--- src/rtl/stack_pkg.sv ---
// Shared definitions for the stack reverser: FSM encodings
// and the level counter width.
package stack_pkg;

  typedef enum logic {
    FILL  = 1'b0,
    DRAIN = 1'b1
  } state_t;

  function automatic int lvl_w(input int length);
    return $clog2(length + 1);
  endfunction

endpackage

--- src/rtl/stack_reverser.sv ---
// Frame reverser driving an external LIFO; frames larger than the stack split at capacity.
// Optional level_o port enabled by STACK_REVERSER_LEVEL_EN.
module stack_reverser
  import stack_pkg::*;
#(
  parameter int WIDTH  = 8,
  parameter int LENGTH = 128
) (
  input  logic             clk,
  input  logic             rst,
  input  logic             in_valid_i,
  input  logic [WIDTH-1:0] in_data_i,
  input  logic             in_last_i,
  output logic             in_ready_o,
  output logic             out_valid_o,
  output logic [WIDTH-1:0] out_data_o,
  output logic             out_last_o,
  input  logic             out_ready_i,
  output logic             stk_push_o,
  output logic             stk_pop_o,
  output logic [WIDTH-1:0] stk_data_o,
  input  logic [WIDTH-1:0] stk_data_i,
  input  logic             stk_full_i,
  input  logic             stk_empty_i,
  output logic             overflow_o
`ifdef STACK_REVERSER_LEVEL_EN
  ,
  output logic [$clog2(LENGTH+1)-1:0] level_o
`endif
);

  localparam int LW = lvl_w(LENGTH);

  state_t        state;
  logic [LW-1:0] level;
  logic          push;
  logic          pop;
  logic          lvl_one;

  assign in_ready_o = (state == FILL) & ~stk_full_i;
  assign push       = in_valid_i & in_ready_o;
  assign pop        = (state == DRAIN) & ~stk_empty_i
                    & (~out_valid_o | out_ready_i);
  assign lvl_one    = (level == LW'(1));

  assign stk_push_o = push;
  assign stk_pop_o  = pop;
  assign stk_data_o = in_data_i;

`ifdef STACK_REVERSER_LEVEL_EN
  assign level_o = level;
`endif

  always_ff @(posedge clk) begin
    if (rst) begin
      state       <= FILL;
      level       <= '0;
      out_valid_o <= 1'b0;
      out_data_o  <= '0;
      out_last_o  <= 1'b0;
      overflow_o  <= 1'b0;
    end else begin
      overflow_o <= 1'b0;
      unique case (state)
        FILL: begin
          if (stk_full_i) begin
            state      <= DRAIN;
            overflow_o <= 1'b1;
          end else if (push && in_last_i) begin
            state <= DRAIN;
          end
        end
        DRAIN: begin
          if (pop && lvl_one)
            state <= FILL;
        end
        default: state <= FILL;
      endcase

      if (push)
        level <= level + LW'(1);
      else if (pop)
        level <= level - LW'(1);

      // The pop cycle loads the output register; otherwise a taken beat clears it.
      if (pop) begin
        out_valid_o <= 1'b1;
        out_data_o  <= stk_data_i;
        out_last_o  <= lvl_one;
      end else if (out_ready_i) begin
        out_valid_o <= 1'b0;
      end
    end
  end

endmodule
--- config.mk ---
export PLATFORM = sky130hd
export DESIGN_NAME = stack_reverser
export DESIGN_NICKNAME = d
export VERILOG_FILES = /design/src/rtl/stack_pkg.sv /design/src/rtl/stack_reverser.sv
export SDC_FILE = /design/constraint.sdc
export NUM_CORES = 1
export LEC_CHECK = 0
export BUFFER_PORTS_ARGS = -buffer_cell sky130_fd_sc_hd__buf_4
export CAP_MARGIN = 20
export CORE_AREA = 8 8 59 56
export CTS_CLUSTER_DIAMETER = 60
export CTS_CLUSTER_SIZE = 12
export DETAILED_ROUTE_END_ITERATION = 16
export DIE_AREA = 0 0 67 64
export PLACE_DENSITY = 0.77
export SYNTH_ARGS = -nofsm -noshare
export SYNTH_HDL_FRONTEND = slang
export SYNTH_SLANG_ARGS = --single-unit
--- constraint.sdc ---
create_clock -name clk -period 2 [get_ports clk]
set_input_delay 0.3 -clock clk [delete_from_list [all_inputs] [get_ports clk]]
set_output_delay 0.3 -clock clk [all_outputs]
set_load 0.005 [all_outputs]
Yosys cells after proc, flatten, opt, wreduce, memory -nomap -nowiden
Index checks and enable logic that the tools add are counted.
- register bits: 20
- input bits: 23
- logic and storage cells: 32
- add/sub/neg operators: 2
- eq/ne operators: 1
- mux-type cells: 9
- bitwise operators: 9
- reduce and logical (&&, ||, !) cells: 5
- operators by type and width (operator ; count):
    2-to-1 mux 8 bit ; 2
    adder 8 x 1 -> 8 bit (second input constant) ; 1
    == test 8 x 1 -> 1 bit (second input constant) ; 1
    subtractor 8 x 1 -> 8 bit (second input constant) ; 1
    2-to-1 mux 1 bit ; 6
    AND 1 bit ; 4
    inverter 1 bit ; 4
    nonzero test 2 bit ; 2
    logical AND 1 bit ; 2
    one-hot mux 1 bit (2 select lines) ; 1
    OR reduction 2 bit ; 1
    bitwise OR 1 bit ; 1

Logic depth before layout (Yosys ltp)
- word-level depth: 7
- depth in mapped cells: 6
- gate-level depth less buffers: 5

Worst setup path before layout
OpenSTA, ideal clock, no wires.
- kind: flip-flop to flip-flop
- start point: register state
- end point: register level[5]
- setup time: 0.123 ns
- arrival time: 1.434 ns
- required time: 1.877 ns
- slack: 0.443 ns
- cell stages (with the launch flop): 6
- clock period less this slack: 1.557 ns
- cell sequence: dfxtp_1 > or3b_4 > inv_6 > nand4_4 > a22oi_1 > mux2_1
- cells in the longest elaborated chain, start to end: 4
- elaborated cells on any way between the ends: 7
- those cells by class: mux: 1; bitwise: 5; reduce/logical: 1
- ends and longest elaborated chain (element ; line ; RTL):
    start, declared ; stack_reverser.sv:34 ; state_t state;
    start signal, assigned ; stack_reverser.sv:56 ; state <= FILL;
    start signal, assigned ; stack_reverser.sv:67 ; state <= DRAIN;
    start signal, assigned ; stack_reverser.sv:70 ; state <= DRAIN;
    inverter 1 bit * ; - ;
    AND 1 bit * ; stack_reverser.sv:40 ; assign in_ready_o = (state == FILL) & ~stk_full_i;
    AND 1 bit * ; stack_reverser.sv:41 ; assign push = in_valid_i & in_ready_o;
    via stk_push_o ; stack_reverser.sv:19 ; output logic stk_push_o,
    2-to-1 mux 8 bit / nonzero test 2 bit (equally long branches) ; - ;
    end signal, assigned ; stack_reverser.sv:81 ; level <= level + LW'(1);
    end signal, assigned ; stack_reverser.sv:83 ; level <= level - LW'(1);
    end, declared ; stack_reverser.sv:35 ; logic [LW-1:0] level;
The timed path passes the listed nets; every way through them passes the cells marked *.
A chain may end at the register's enable or synchronous reset.

Worst setup path in the final report
- start point: register state
- end point: output stk_pop_o
- cells in the longest elaborated chain, start to end: 2
- ends and longest elaborated chain (element ; line ; RTL):
    AND 1 bit ; stack_reverser.sv:42 ; assign pop = (state == DRAIN) & ~stk_empty_i
    AND 1 bit ; stack_reverser.sv:43 ; & (~out_valid_o | out_ready_i);
    end, declared ; stack_reverser.sv:20 ; output logic stk_pop_o,
Every way passes these cells.

==> out/qor.yml <==
crit_path_start_kind: "flip-flop"
cts_resized: 0
syn2layout_area_growth_pct: 20.6
fillers: 231
worstHoldPathType: "in2reg"
h-tree-depth: 1
drc: 0
ff2ff_path_depth: 5
seq_area_um2: 400
ios: 45
yosysUniqueCellTypes: 36
cp_data_required_time_ps: 1700
arrival_ps: 1500
criticalPathCategory: "reg2out"
ys_async_sr_fraction_pct: 0
cts_tree: "done"
cap_violations: 0
holdWs_ps: 236
hold_path_depth: 3
clockRootBuffer: "clkbuf_4"
ys_ff_latch: 20
regToRegSetupSlack_ps: 330
clockBufferDepth: 2
syn_avg_cell_area_um2: 8.55
port_buffers: 28
outcome: "finished, final reports clean"
grt_pass1_vias: 870
crit_start: "state$_SDFF_PP0_"
synth_edf_count: 0
first_pass_iters: 4
cts_hold_buf: 0
regToRegStartpoint: "state$_SDFF_PP0_"
start_util_pct: 44.2
max_slew_margin_pct: 74.2
netlist_area_mm2: 0.00103
worst_pin_slew_ps: 383
syn_nets: 147
hpwl_mm: 1.74
multi_input_area_um2: 534
leakage_nw: 0.539
cts_buffers: 3
finalCriticalPeriod_ps: 1800
nNetsFinal: 168
drive_gt1_share_pct: 29.8
fin_crit_sh_pct: 89.9
dr_total_vias: 841
end_kind: "primary output"
peakVddDrop_mv: 0.411
drtIter0Drc: 10
max_freq_mhz: 556
coreArea_mm2: 0.00234
synth_cells: 121
die_area_mm2: 0.00429
fin_util_pct: 53.3
crit_fanout: 11
die_h_um: 64
grt.total_usage_pct: 10.7
rsz0062_at_grt: "false"
via_per_inst: 4.98
synth_flop_cell: "dfxtp_1"
rows: 17
power_density_mw_per_mm2: 741
clock_skew_ps: 6.04
drt-total-wl_mm: 2.18
antennaDiodeCount: 0
wl_per_cell_um: 12.9
antenna_found_initial: 0
postRouteAntennaNets: 0
grt_first_pass_wirelength_mm: 3.77
clock_latency_ps: 300
finalMaxSlewViolations: 0
yosysWarnings: 0
place.gp.congestion: 0.862
die_w_um: 67
seq_area_frac_synth_pct: 38.7
min_from: "stk_data_i[5]"
setup_viol: 0
cts_sinks: 20
hold_violations: 0
grt_max_degree: 25
cts_setup_buffers: 0
clk_pin_slew_ps: 120
fin_setup_tns_ps: 0
overflow: 0
-- flip-flops by register name, indices dropped and copies added, names as in the netlist --
signal / cells
state: 1
out_valid_o: 1
out_data_o: 8
out_last_o: 1
overflow_o: 1
level: 8
-- critical path, cell delays in order, from the launching register on --
cell and delay (ps):
dfxtp_1 410, nor2b_1 300, nand2_1 170, clkinvlp_4 190, buf_4 140
-- metal layers --
metal | up-vias | track usage [%] | routed length (um)
met4 | 0 | 2.61 | 0
met3 | 0 | 5.23 | 210
li1 | 439 | - | -
met5 | - | 0 | 0
met2 | 25 | 16.7 | 1010
met1 | 377 | 12.7 | 959
-- final timing paths --
check / endpoint
setup / recovery: stk_pop_o
hold / removal: out_data_o[5]$_SDFFE_PP0P_
setup reg to reg: level[5]$_SDFFE_PP0P_
hold reg to reg: out_data_o[5]$_SDFFE_PP0P_
-- report_power, final --
part	internal, mW	switching (mW)	total (mW)	leakage [nW]
clock network	0.111	0.125	0.236	0.0210
registers	0.434	0.0460	0.480	0.164
logic	0.113	0.0953	0.208	0.354
-- cell families after synthesis --
family | share of synthesized area [%]
AOI/OAI and AO/OA | 12.2
xor gates and xnor gates | 1.69
adders and majority gates | 3.63
buffers and inverters | 9.67
DFF | 38.7
muxes | 6.05
and+or+nand+nor | 28.1
-- cells in the final DEF (no fill, tap or decap), types with 3 or more instances in the layout --
| cell | Yosys | layout |
|---|---|---|
| buf_4 | 8 | 29 |
| nand2_1 | 21 | 21 |
| dfxtp_1 | 20 | 20 |
| a21oi_1 | 14 | 14 |
| nor2_1 | 7 | 7 |
| nor2b_1 | 6 | 6 |
| nand3_1 | 5 | 5 |
| ha_1 | 3 | 3 |
| clkbuf_4 | 0 | 3 |
-- Yosys cell counts, types with 3 or more instances --
| library cell | number | share of area (%) |
|---|---|---|
| nand2_1 | 21 | 7.6 |
| clkbuf_1 | 3 | 1.1 |
| ha_1 | 3 | 3.6 |
| a21oi_1 | 14 | 6.8 |
| nor2b_1 | 6 | 3.6 |
| dfxtp_1 | 20 | 39 |
| inv_1 | 3 | 1.1 |
| nand3_1 | 5 | 2.4 |
| buf_4 | 8 | 5.8 |
| nor2_1 | 7 | 2.5 |
-- final cells by class --
class / instances / area share [%]
inverter: 4 / 1.91
clock buffer: 4 / 2.91
multi-input combinational: 84 / 42.8
sequential: 20 / 32.1
timing repair buffer: 29 / 17.5
tap: 28 / 2.81
-- stage by stage --
stage | total power [mW] | setup slack (ps) | cell area (um^2) | std cells
2_1_floorplan | 0.633 | 443 | 1030 | 121
3_3_place_gp | 0.690 | 284 | 1210 | 165
3_5_place_dp | 0.698 | 253 | 1210 | 165
4_1_cts | 0.935 | 106 | 1240 | 169
5_1_grt | 0.978 | 62.9 | 1250 | 169
6_report | 0.924 | 201 | 1250 | 169
(Power assumes the default switching activity.)
